<file path="config.mk">
export PLATFORM = sky130hd
export DESIGN_NAME = t05_spi_byte_reader
export DESIGN_NICKNAME = d
export VERILOG_FILES = /design/src/rtl/t05_pkg.sv /design/src/rtl/t05_spi_byte_fifo.sv /design/src/rtl/t05_spi_byte_reader.sv
export SDC_FILE = /design/constraint.sdc
export NUM_CORES = 1
export LEC_CHECK = 0
export CAP_MARGIN = 25
export CORE_ASPECT_RATIO = 1.4
export CORE_MARGIN = 5
export CORE_UTILIZATION = 52
export DETAILED_ROUTE_END_ITERATION = 16
export PLACE_DENSITY = 0.73
export SYNTH_ARGS = -nofsm -noshare
export SYNTH_HDL_FRONTEND = slang
export SYNTH_SLANG_ARGS = --single-unit
</file>
<file path="constraint.sdc">
create_clock -name clk -period 2.66 [get_ports clk]
set_clock_uncertainty 0.2 [all_clocks]
set_input_delay 0.532 -clock clk [delete_from_list [all_inputs] [get_ports clk]]
set_output_delay 0.532 -clock clk [all_outputs]
set_load 0.05 [all_outputs]
</file>
<file path="src/rtl/t05_pkg.sv">
// Shared types for the SPI byte reader: FSM state encoding and the flash READ opcode.
package t05_pkg;

    typedef enum logic [2:0] {
        ST_IDLE,
        ST_CMD,
        ST_ADDR,
        ST_DATA,
        ST_STOP
    } t05_spi_state_t;

    localparam logic [7:0] T05_CMD_READ = 8'h03;

endpackage

</file>
<file path="src/rtl/t05_spi_byte_fifo.sv">
// Synchronous byte FIFO feeding the decoder; the head output holds the last popped byte while empty.
module t05_spi_byte_fifo #(
    parameter int DEPTH = 4,
    parameter int CNT_W = $clog2(DEPTH) + 1
) (
    input  logic             clk,
    input  logic             rst,
    input  logic             i_flush,
    input  logic             i_push,
    input  logic [7:0]       i_din,
    input  logic             i_pop,
    output logic [7:0]       o_head,
    output logic [CNT_W-1:0] o_count,
    output logic             o_full
);

    localparam int PTR_W = $clog2(DEPTH);

    logic [7:0]       r_mem [DEPTH];
    logic [PTR_W-1:0] r_wr_ptr;
    logic [PTR_W-1:0] r_rd_ptr;
    logic [CNT_W-1:0] r_count;
    logic [7:0]       r_last;
    logic             w_empty;
    logic             w_do_push;
    logic             w_do_pop;

    assign w_empty   = (r_count == '0);
    assign o_full    = (r_count == CNT_W'(DEPTH));
    assign w_do_pop  = i_pop & ~w_empty;
    // A push into a full FIFO is accepted only when a pop frees the slot in the same cycle.
    assign w_do_push = i_push & (~o_full | w_do_pop);

    always_ff @(posedge clk) begin
        if (w_do_push) begin
            r_mem[r_wr_ptr] <= i_din;
        end
    end

    always_ff @(posedge clk) begin
        if (!rst) begin
            r_wr_ptr <= '0;
            r_rd_ptr <= '0;
            r_count  <= '0;
            r_last   <= '0;
        end else if (i_flush) begin
            r_wr_ptr <= '0;
            r_rd_ptr <= '0;
            r_count  <= '0;
        end else begin
            if (w_do_push) begin
                r_wr_ptr <= r_wr_ptr + 1'b1;
            end
            if (w_do_pop) begin
                r_rd_ptr <= r_rd_ptr + 1'b1;
                r_last   <= r_mem[r_rd_ptr];
            end
            r_count <= r_count + {{(CNT_W-1){1'b0}}, w_do_push} - {{(CNT_W-1){1'b0}}, w_do_pop};
        end
    end

    assign o_head  = w_empty ? r_last : r_mem[r_rd_ptr];
    assign o_count = r_count;

endmodule

</file>
<file path="src/rtl/t05_spi_byte_reader.sv">
// SPI mode-0 master issuing a flash READ and streaming bytes into a prefetch FIFO.
// Optional macro T05_SPI_BYTE_COUNT_EN adds the saturating bytes_popped counter port.
module t05_spi_byte_reader
    import t05_pkg::*;
#(
    parameter int          CLK_DIV    = 2,
    parameter int          FIFO_DEPTH = 4,
    parameter int          ADDR_W     = 24,
    parameter logic [7:0]  CMD_READ   = T05_CMD_READ
) (
    input  logic              clk,
    input  logic              rst,
    input  logic              enable,
    input  logic [ADDR_W-1:0] start_addr,
    input  logic              read_en,
    output logic [7:0]        data_out,
    output logic              data_valid,
    output logic              busy,
    output logic              spi_sclk,
    output logic              spi_cs_n,
    output logic              spi_mosi,
    input  logic              spi_miso
`ifdef T05_SPI_BYTE_COUNT_EN
    ,
    output logic [31:0]       bytes_popped
`endif
);

    localparam int SH_W  = 8 + ADDR_W;
    localparam int DIV_W = $clog2(CLK_DIV) + 1;
    localparam int BIT_W = $clog2(ADDR_W) + 1;
    localparam int CNT_W = $clog2(FIFO_DEPTH) + 1;

    t05_spi_state_t   r_state;
    t05_spi_state_t   w_state_nxt;
    logic             r_en_q;
    logic [DIV_W-1:0] r_div;
    logic [BIT_W-1:0] r_bit;
    logic             r_sclk;
    logic             r_cs_n;
    logic [SH_W-1:0]  r_tx;
    logic [6:0]       r_rx;

    logic             w_en_rise;
    logic             w_start;
    logic             w_active;
    logic             w_pause;
    logic             w_div_end;
    logic             w_tick;
    logic             w_rise;
    logic             w_fall;
    logic             w_last_bit;
    logic             w_push;
    logic             w_pop;
    logic [7:0]       w_din;
    logic [7:0]       w_head;
    logic [CNT_W-1:0] w_count;
    logic             w_full;

    assign w_en_rise = enable & ~r_en_q;
    assign w_start   = (r_state == ST_IDLE) & w_en_rise;
    assign w_active  = enable & ((r_state == ST_CMD) | (r_state == ST_ADDR) | (r_state == ST_DATA));
    // Hold SCLK low before starting a byte that would have no FIFO slot to land in.
    assign w_pause   = (r_state == ST_DATA) & ~r_sclk & (r_bit == '0) & w_full;
    assign w_div_end = (r_div == DIV_W'(CLK_DIV - 1));
    assign w_tick    = w_active & ~w_pause & w_div_end;
    assign w_rise    = w_tick & ~r_sclk;
    assign w_fall    = w_tick & r_sclk;
    assign w_din     = {r_rx, spi_miso};
    assign w_push    = (r_state == ST_DATA) & w_rise & (r_bit == BIT_W'(7));
    assign w_pop     = read_en & data_valid;

    always_comb begin
        w_last_bit = 1'b0;
        case (r_state)
            ST_CMD:  w_last_bit = (r_bit == BIT_W'(7));
            ST_ADDR: w_last_bit = (r_bit == BIT_W'(ADDR_W - 1));
            ST_DATA: w_last_bit = (r_bit == BIT_W'(7));
            default: w_last_bit = 1'b0;
        endcase
    end

    always_comb begin
        w_state_nxt = r_state;
        case (r_state)
            ST_IDLE: if (w_en_rise) w_state_nxt = ST_CMD;
            ST_CMD: begin
                if (!enable)                  w_state_nxt = ST_STOP;
                else if (w_fall && w_last_bit) w_state_nxt = ST_ADDR;
            end
            ST_ADDR: begin
                if (!enable)                  w_state_nxt = ST_STOP;
                else if (w_fall && w_last_bit) w_state_nxt = ST_DATA;
            end
            ST_DATA: if (!enable)   w_state_nxt = ST_STOP;
            ST_STOP: if (w_div_end) w_state_nxt = ST_IDLE;
            default: w_state_nxt = ST_IDLE;
        endcase
    end

    always_ff @(posedge clk) begin
        if (!rst) begin
            r_state <= ST_IDLE;
        end else begin
            r_state <= w_state_nxt;
        end
    end

    // Tracks enable even through reset so a level held high across reset is not seen as a new rise.
    always_ff @(posedge clk) begin
        r_en_q <= enable;
    end

    always_ff @(posedge clk) begin
        if (!rst) begin
            r_cs_n <= 1'b1;
            r_sclk <= 1'b0;
            r_div  <= '0;
            r_bit  <= '0;
            r_tx   <= '0;
            r_rx   <= '0;
        end else if (w_start) begin
            r_cs_n <= 1'b0;
            r_sclk <= 1'b0;
            r_div  <= '0;
            r_bit  <= '0;
            r_tx   <= {CMD_READ, start_addr};
        end else if (r_state == ST_STOP) begin
            r_div <= w_div_end ? '0 : r_div + 1'b1;
        end else if (r_state != ST_IDLE && !enable) begin
            r_cs_n <= 1'b1;
            r_sclk <= 1'b0;
            r_div  <= '0;
            r_bit  <= '0;
            r_tx   <= '0;
        end else if (w_active) begin
            r_div <= (w_pause || w_div_end) ? '0 : r_div + 1'b1;
            if (w_rise) begin
                r_sclk <= 1'b1;
                r_rx   <= w_din[6:0];
            end
            if (w_fall) begin
                r_sclk <= 1'b0;
                r_tx   <= {r_tx[SH_W-2:0], 1'b0};
                r_bit  <= w_last_bit ? '0 : r_bit + 1'b1;
            end
        end
    end

    t05_spi_byte_fifo #(
        .DEPTH (FIFO_DEPTH),
        .CNT_W (CNT_W)
    ) u_fifo (
        .clk     (clk),
        .rst     (rst),
        .i_flush (w_start),
        .i_push  (w_push),
        .i_din   (w_din),
        .i_pop   (read_en),
        .o_head  (w_head),
        .o_count (w_count),
        .o_full  (w_full)
    );

`ifdef T05_SPI_BYTE_COUNT_EN
    logic [31:0] r_bytes_popped;

    always_ff @(posedge clk) begin
        if (!rst || w_start) begin
            r_bytes_popped <= '0;
        end else if (w_pop && (r_bytes_popped != '1)) begin
            r_bytes_popped <= r_bytes_popped + 1'b1;
        end
    end

    assign bytes_popped = r_bytes_popped;
`endif

    assign data_out   = w_head;
    assign data_valid = (w_count != '0);
    assign busy       = (r_state != ST_IDLE);
    assign spi_sclk   = r_sclk;
    assign spi_cs_n   = r_cs_n;
    assign spi_mosi   = r_tx[SH_W-1];

endmodule

</file>
==> results of run 1 <==
per-stage QoR:
step,instance area [um2],TNS [ns],utilization
global route,5550,0,0.644
detailed placement,5190,-3.27,0.603
CTS,5530,0,0.642
floorplan,4590,0,-
global placement,5190,-0.271,0.603
finish,5550,0,0.644
sequential cells by signal, summed over array words and instances (netlist names), named ones only:
signal,count
r_tx,32
u_fifo.r_mem,32
u_fifo.r_last,8
r_rx,7
r_bit,6
r_state,3
u_fifo.o_count,3
r_div,2
u_fifo.r_rd_ptr,2
u_fifo.r_wr_ptr,2
r_en_q,1
spi_cs_n,1
spi_sclk,1
metal layers:
metal,track usage,vias up
met5,0,-
met4,0.0652,0
met3,0.0537,15
met2,0.374,67
met1,0.216,1751
li1,-,1766
report_power, final:
group          total [mW]  internal [mW]  switching, mW
combinational        1.53          0.601          0.926
clock                1.48          0.918          0.558
sequential           1.80           1.71         0.0828
repair_timing:
action	CTS	global route
endpoints found under the hold margin	0	0
setup endpoints to repair	0	9
gates resized for setup	0	3
hold buffers	0	0
path summary, 6_finish.rpt:
check | from | depth (start not counted) | endpoint
worst max-delay path | flop | 4 | data_out[0]
worst min-delay path | r_tx[29]$_SDFFE_PP0P_ | 2 | r_tx[29]$_SDFFE_PP0P_
worst max register to register | r_div[0]$_SDFFE_PP0P_ | 10 | u_fifo.o_count[2]$_SDFF_PP0_
worst min register to register | r_tx[29]$_SDFFE_PP0P_ | 2 | r_tx[29]$_SDFFE_PP0P_
cell families (layout without fill, tap and decap cells):
logic type,count (synthesis),in the layout
adder cells (fa/ha/maj),11,11
AO/OA/AOI/OAI,120,120
buffers and inverters,52,105
XOR/XNOR,4,4
multiplexers,25,25
AND/OR/NAND/NOR,140,140
flip-flops,102,102
cell usage in the layout, fill, tap and decap left out, types with 9 or more instances in the layout:
cell type         n
nand3_1          18
ha_1             10
inv_1            18
nand2_1          18
o21ai_0          38
clkbuf_16         9
nor2_1           18
dfxtp_1          70
edfxtp_1         32
a21oi_1          50
buf_4            36
clkdlybuf4s50_1  31
nor3_1           50
mux2i_1           9
worst max-delay path, cell delays in order (launching register included):
cell and delay, ns:
dfxtp_1 0.32, buf_6 0.16, mux4_2 0.54, mux2_2 0.28, buf_4 0.19
cell type report:
| type | count | area share |
|---|---|---|
| clock inverter | 6 | 0.0194 |
| inverter | 19 | 0.0129 |
| timing repair buffer | 70 | 0.114 |
| multi-input combinational | 300 | 0.363 |
| sequential | 102 | 0.426 |
| clock buffer | 10 | 0.0413 |
| tap | 105 | 0.0237 |
==> results.txt, run 1 <==
- Pin count of the biggest net entering global routing: 30
- TritonCTS built the clock tree.
- After legalization and detailed placement, the total HPWL measured 7110 um.
* Post-layout min period: 2.57 ns
* Die footprint: 10,800 um2
- Setup repair after global routing left no endpoint under its margin.
* Initial standard-cell utilization of the core: 0.533
* Nets: 542
- Crit. End Element: primary output
- Of the total synthesized cell area, the portion taken by AND, OR, NAND and NOR gates is 0.163.
- Initial antenna violation count: 0
* Remaining routing DRC violations: 0
- Worst endpoint data arrival time: 1.84 ns
- Number of top-level pins: 42
- After synthesis, the largest family of logic cells by area is simple AND/OR/NAND/NOR gates.
- The setup path with the least slack is of type reg -> out.
- Vias post-DR: 3,599
- The number of global-route vias before repair is 3,520.
- Of the total synthesized cell area, the portion taken by full adders, half adders and majority gates is 0.0316.
* Inserted Diodes: 0
- For the worst setup path, the data required time is 1.93 ns.
- Later-pin clock latency in the skew report: 0.34 ns
* Setup Fix Bufs, Post-CTS: 0
* Avg Inst Size Synth: 10.1 um2
- Signal routing reaches up to met4.
- Total of max-cap violations: 0
- The number of nets in the synthesized netlist is 494.
- Area leader, netlist: dfxtp_1
- The congestion estimate from routability-driven global placement came to 0.785.
- After synthesis, the cell types taking the most area are dfxtp_1 (31%), edfxtp_1 (21%), a21oi_1 (5.5%).
- The portion of synthesized area spent on multiplexers is 0.0785.
- Number of detailed-routing iterations run before antenna repair: 4
- For this block, the initial DRC count from the detailed router was 140.
- After floorplanning, the core was divided into 40 placement rows.
- Total CTS buffers: 9
- After detailed routing, the wire length on met1 is 4060 um.
- Die span in y: 121 um
* Number of failing hold endpoints at the final stage: 0
- The synthesized design contains 102 register bits.
* Root buf cell: clkbuf_16
* Storage element area: 2360 um2
* Post-synthesis compound-gate area fraction: 0.155
- DR WL/cell: 16.7 um
* Minimum setup slack after placement: -0.287 ns
- Measured along the x axis, the die boundary spans 89.4 um.
- Maximum vdd drop: 0.000905 V
* Seq/Total Area, Yosys: 0.515
- The clock passes through at most 2 buffers.
- Transition at the pin with the smallest max-transition slack: 0.476 ns
- The finished layout holds 612 standard cells, fillers aside.
- Leading cell types by count after synthesis: dfxtp_1 (70), a21oi_1 (50), nor3_1 (50), o21ai_0 (38), edfxtp_1 (32)
- Proportion of layout cells with a drive suffix above 1: 0.168
* P_leak: 1.94 nW
- For this design the ratio of total power to cell area is 865 nW/um2.
* Antenna Violating Nets Remaining: 0
- Worst slew slack as a fraction of its limit: 0.674
- Final count of negative-setup-slack endpoints: 0
* Total power: 4.80 mW
* Fraction of registers with async set/reset: 0
- Yosys mapped a number of flops with a built-in enable equal to 32.
- Final-report max-slew violation count: 0
- The first global-routing pass estimated 16,800 um of wire.
- Core region area: 8610 um2
- Final period utilization: 0.966
* Post-Syn Instances: 454
- Clock-pin slew was measured on the worst setup and hold paths at 0.06 ns.
* Highest clock rate: 0.389 GHz
* XOR/XNOR share of the synthesized area: 0.00764
- Number of buffers inserted by port buffering: 41
- Setup slack on the critical path of the routed design comes to 0.0913 ns.
* Tightest hold margin: 0.260 ns
- Counting every sink on the clock net gives 102.
- For this run, the leading register cell type out of synthesis is dfxtp_1.
- Along the worst path, the maximum fanout reaches 8.
- Detailed routing placed a total of 349 um of wire on met3.
- In this run, distinct cell masters in the synthesized netlist total 57.
* Fill cells: 707
- The min-delay analysis places its worst path in the category reg -> reg.
* Overall routed net length: 10,200 um
- For this run, the number of Yosys warnings is 0.
* Syn-to-layout area delta: 20.9%
- Once placement completed, the tool counted placed cells totaling 596.
- Wire segments on met2 add up to 5640 um in the final route.
* Worst Setup Start Kind: flop
* Cell with the most instances after synthesis: dfxtp_1
- The total overflow left after global routing is 0.
* Combined area of all synthesized cells: 4590 um2
- Via density: 5.88
- Of the post-synthesis cell area, the dominant cell type holds 0.305.
- H-tree Lvls: 3
- Across every metal layer, demand over resource in global routing totals 0.202.
* Outcome: complete, no violations
- Summing all multi-input logic gate instances after layout gives 2010 um2.
- For flop-to-flop paths, the worst setup slack is 0.24 ns.
Note: power is estimated with default switching activity, not from simulation.
==> inputs of run 2 (changes only) <==
- ABC_AREA: default -> 1
==> results.txt, run 2 <==
- Post-cts hold buffer count: 0 (unchanged)
* Yosys warnings: 0 (unchanged)
- The highest ir drop seen on vdd is 0.00100 V (+11%).
* Initial standard-cell utilization of the core: 0.537 (+0.00386)
- The multiplexer share of the synthesized area came to 0.0194 (-0.0592).
- From synthesis to final layout, the design area changed by 18.7%.
- By count the netlist is led by nand2_1 (144), nor2_1 (107), dfxtp_1 (70), o21ai_0 (51), inv_1 (36).
- The number of filler cells placed in the layout is 729 (+3.1%).
- Inserted Diodes: 0 (unchanged)
- The number of resized instances in the post-cts repair step is 0 (unchanged).
* Later-pin clock latency in the skew report: 0.34 ns (about the same)
* Setup Fix Bufs, Post-CTS: 0 (unchanged)
- Post-route cell area: 5520 um2 (-0.50%)
- The max-cap check violation count came to 0 (unchanged).
- Total CTS buffers: 9 (unchanged)
- Area leader, netlist: dfxtp_1
* Highest clock rate: 0.392 GHz (+0.68%)
- Arithmetic-cell share of the synthesized area counting full adders, half adders and majority gates: 0.0312 (-0.000409)
- Crit path max fanout: 16 (+8)
- The number of endpoints failing setup at the final stage came to 0 (unchanged).
* Cell Rows: 40 (unchanged)
- By area, the combinational part of the netlist is dominated by simple AND/OR/NAND/NOR gates.
- The number of input and output port buffers inserted is 41 (unchanged).
- Total routing usage reported by global routing: 0.189 (-0.0131)
- Number of detailed-routing iterations run before antenna repair: 4 (unchanged)
- Worst Setup Start Kind: flop
* Detailed Route Iter0 Violations: 232 (+66%)
- Crit. End Element: primary output
- Clock tree from TritonCTS: done
- Root buf cell: clkbuf_16
- Cell with the largest stage delay on the worst path: inv_1
- Fraction of registers with async set/reset: 0 (unchanged)
* M2 GR Usage: 0.320 (-0.0540)
- Clock Tree Buf Depth: 2 (unchanged)
* Seq/Total Area, Yosys: 0.508 (-0.00665)
- Hold WC Path Type: reg -> reg
- Clock sink count: 102 (unchanged)
* Antenna Violating Nets Remaining: 0 (unchanged)
- The ratio of routed vias to standard cells was 5.15 (-12%).
- Tightest hold margin: 0.258 ns (-0.00228 ns)
* Non-filler cells in the finished layout: 739 (+21%)
* Critical-path cell list: inv_1, o21ai_0, o22ai_1, mux2_2, buf_4
- Number of top-level pins: 42 (unchanged)
- The run finished with clean final reports.
- The sum of internal, switching and leakage power came to 5.49 mW (+14%).
- Core region area: 8660 um2 (+0.58%)
* Clock transition time at the flip-flop clock pins of the worst setup and hold paths: 0.06 ns (about the same)
- Initial antenna violation count: 0 (unchanged)
* Worst slew slack as a fraction of its limit: 0.661 (-0.0133)
- Met3 track demand over resource: 0.0364 (-0.0172)
* Maximum single-stage delay on the critical path: 0.36 ns (-0.18 ns)
- Avg Inst Size Synth: 8.11 um2 (-20%)
* Biggest area contributors in the synthesized netlist: dfxtp_1 (30%), edfxtp_1 (21%), nand2_1 (12%)
- The count of final hold-check violations came to 0 (unchanged).
- Overall routed net length: 9840 um (-3.9%)
- Transition at the pin with the smallest max-transition slack: 0.507 ns (+0.0307 ns)
- First-pass GRT wire length: 17,100 um (+1.5%)
- Vias post-DR: 3,805 (+5.7%)
* Placer's final routability congestion estimate: 0.901 (+15%)
* XOR/XNOR share of the synthesized area: 0.00565 (-0.00198)
- HPWL after detailed placement: 6710 um (-5.7%)
- The number of global-route vias before repair is 3,708 (+5.3%).
* Biggest regs: r_tx: 32 flops, u_fifo.r_mem: 32 flops, u_fifo.r_last: 8 flops
* Area share of the largest cell type after synthesis: 0.301 (-0.00395)
- RSZ-0062 raised after global routing: false
* Global route hottest layer: met2
* Pin count of the biggest net entering global routing: 34 (+13%)
- Post-layout min period: 2.55 ns (-0.0172 ns)
- The synthesized netlist net count came to 613 (+24%).
* Category of the critical setup timing path: reg -> out
- The data arrival time of the worst path is 1.82 ns (-0.02 ns).
* Post-place instance area: 5220 um2 (+0.46%)
- Combined area of all synthesized cells: 4650 um2 (+1.3%)
* Cell with the most instances after synthesis: nand2_1
* Simple-Gate Fraction of Synth Area: 0.274 (+0.111)
* Proportion of layout cells with a drive suffix above 1: 0.140 (-0.0273)
- Post-Syn Instances: 573 (+26%)
- The residual DRC count is 0 (unchanged).
- The setup total negative slack came to 0 ns (unchanged).
- Die footprint: 11,000 um2 (+1.2%)
- Final period utilization: 0.959 (-0.00648)
- Total gr overflow: 0 (unchanged)
- Number of distinct standard cells referenced by the synthesized netlist: 35 (-39%)
- Most frequent standard cell in the layout excluding fill and tap cells: nand2_1
- Top_reg_cell synth: dfxtp_1
- The die height came to 122 um (+0.60%).
* P_leak: 2.37 nW (+22%)
- Horizontal die dimension: 89.9 um (+0.58%)
- The number of synthesized flops with an enable pin was 32 (unchanged).
- The library cells used most frequently in the layout, excluding fill and tap cells, are nand2_1 (144), nor2_1 (107), dfxtp_1 (70).
- The number of nets in the final layout is 669 (+23%).
- Register bit total from synthesis: 102 (unchanged)
- Cell count after placement: 723 (+21%)
- The required time of the worst setup path was 1.93 ns (about the same).
* Final-report max-slew violation count: 0 (unchanged)
- The H-tree depth reported by CTS was 3 (unchanged).
- Pwr per Cell Area: 995 nW/um2 (+15%)
- The average detailed-routed wire length per instance came to 13.3 um (-20%).
- The met1 capacity usage during global routing was 0.233 (+0.0170).
- The share of the synthesized area in compound gates (AO/OA/AOI/OAI) was 0.0993 (-0.0561).
## run 2: cell count changes in the layout (fill, tap and decap cells not counted), moves of 8 or more
cell	previous run	this run
a21oi_1	50	25
buf_4	36	28
inv_1	18	36
mux2i_1	9	0
mux4_2	8	0
nand2_1	18	144
nor2_1	18	107
nor2_2	2	11
nor3_1	50	0
o21ai_0	38	51
## run 2: per-layer routing
metal	share of wire	wire, um
met1	0.45	4390
met2	0.50	4900
met3	0.046	450
met4	0.010	102
met5	0	0
## run 2: cell families after synthesis
logic type                 Yosys count
AOI/OAI and AO/OA                   90
xor gates and xnor gates             3
adders and majority gates           11
buffers and inverters               61
DFF                                102
muxes                                8
and+or+nand+nor                    298
## run 2: critical path, delay by kind of cell, from the launching register on
family                 cells  cell delay [ns]
AOI/OAI and AO/OA          2             0.39
DFF                        1             0.32
muxes                      1             0.21
buffers and inverters      2             0.55
## run 2: worst paths after layout
path | start | end | slack (ns) | cells past startpoint
hold reg to reg | r_tx[28]$_SDFFE_PP0P_ | r_tx[28]$_SDFFE_PP0P_ | 0.26 | 2
hold / removal | r_tx[28]$_SDFFE_PP0P_ | r_tx[28]$_SDFFE_PP0P_ | 0.26 | 2
setup / recovery | flop | data_out[2] | 0.11 | 5
setup reg to reg | r_bit[1]$_SDFFE_PP0P_ | u_fifo.o_count[2]$_SDFF_PP0_ | 0.20 | 11
## run 2: through the flow
stage,worst slack (ns),util
floorplan,0.0771,-
global placement,-0.0752,0.603
detailed placement,-0.151,0.603
CTS,0.0839,0.637
global route,0.0139,0.637
finish,0.109,0.637
## run 2: cell type report
type	instances	area (um2)	share of cell area
Clock buffer	11	243	0.0440
Clock inverter	5	57.6	0.0104
Inverter	45	176	0.0320
Multi-Input combinational cell	410	2000	0.362
Sequential cell	102	2360	0.428
Tap cell	105	131	0.0238
Timing Repair Buffer	61	551	0.0998
## run 2: report_power, final
group	internal, mW	switching (mW)	leakage [nW]
sequential	1.84	0.153	0.869
clock	0.756	0.560	0.146
combinational	0.769	1.42	1.35
==> inputs of run 3 (changes only) <==
- GPL_ROUTABILITY_DRIVEN: default -> 0
==> results of run 3 <==
Final layout, timing and power as in run 2 (identical DEF).
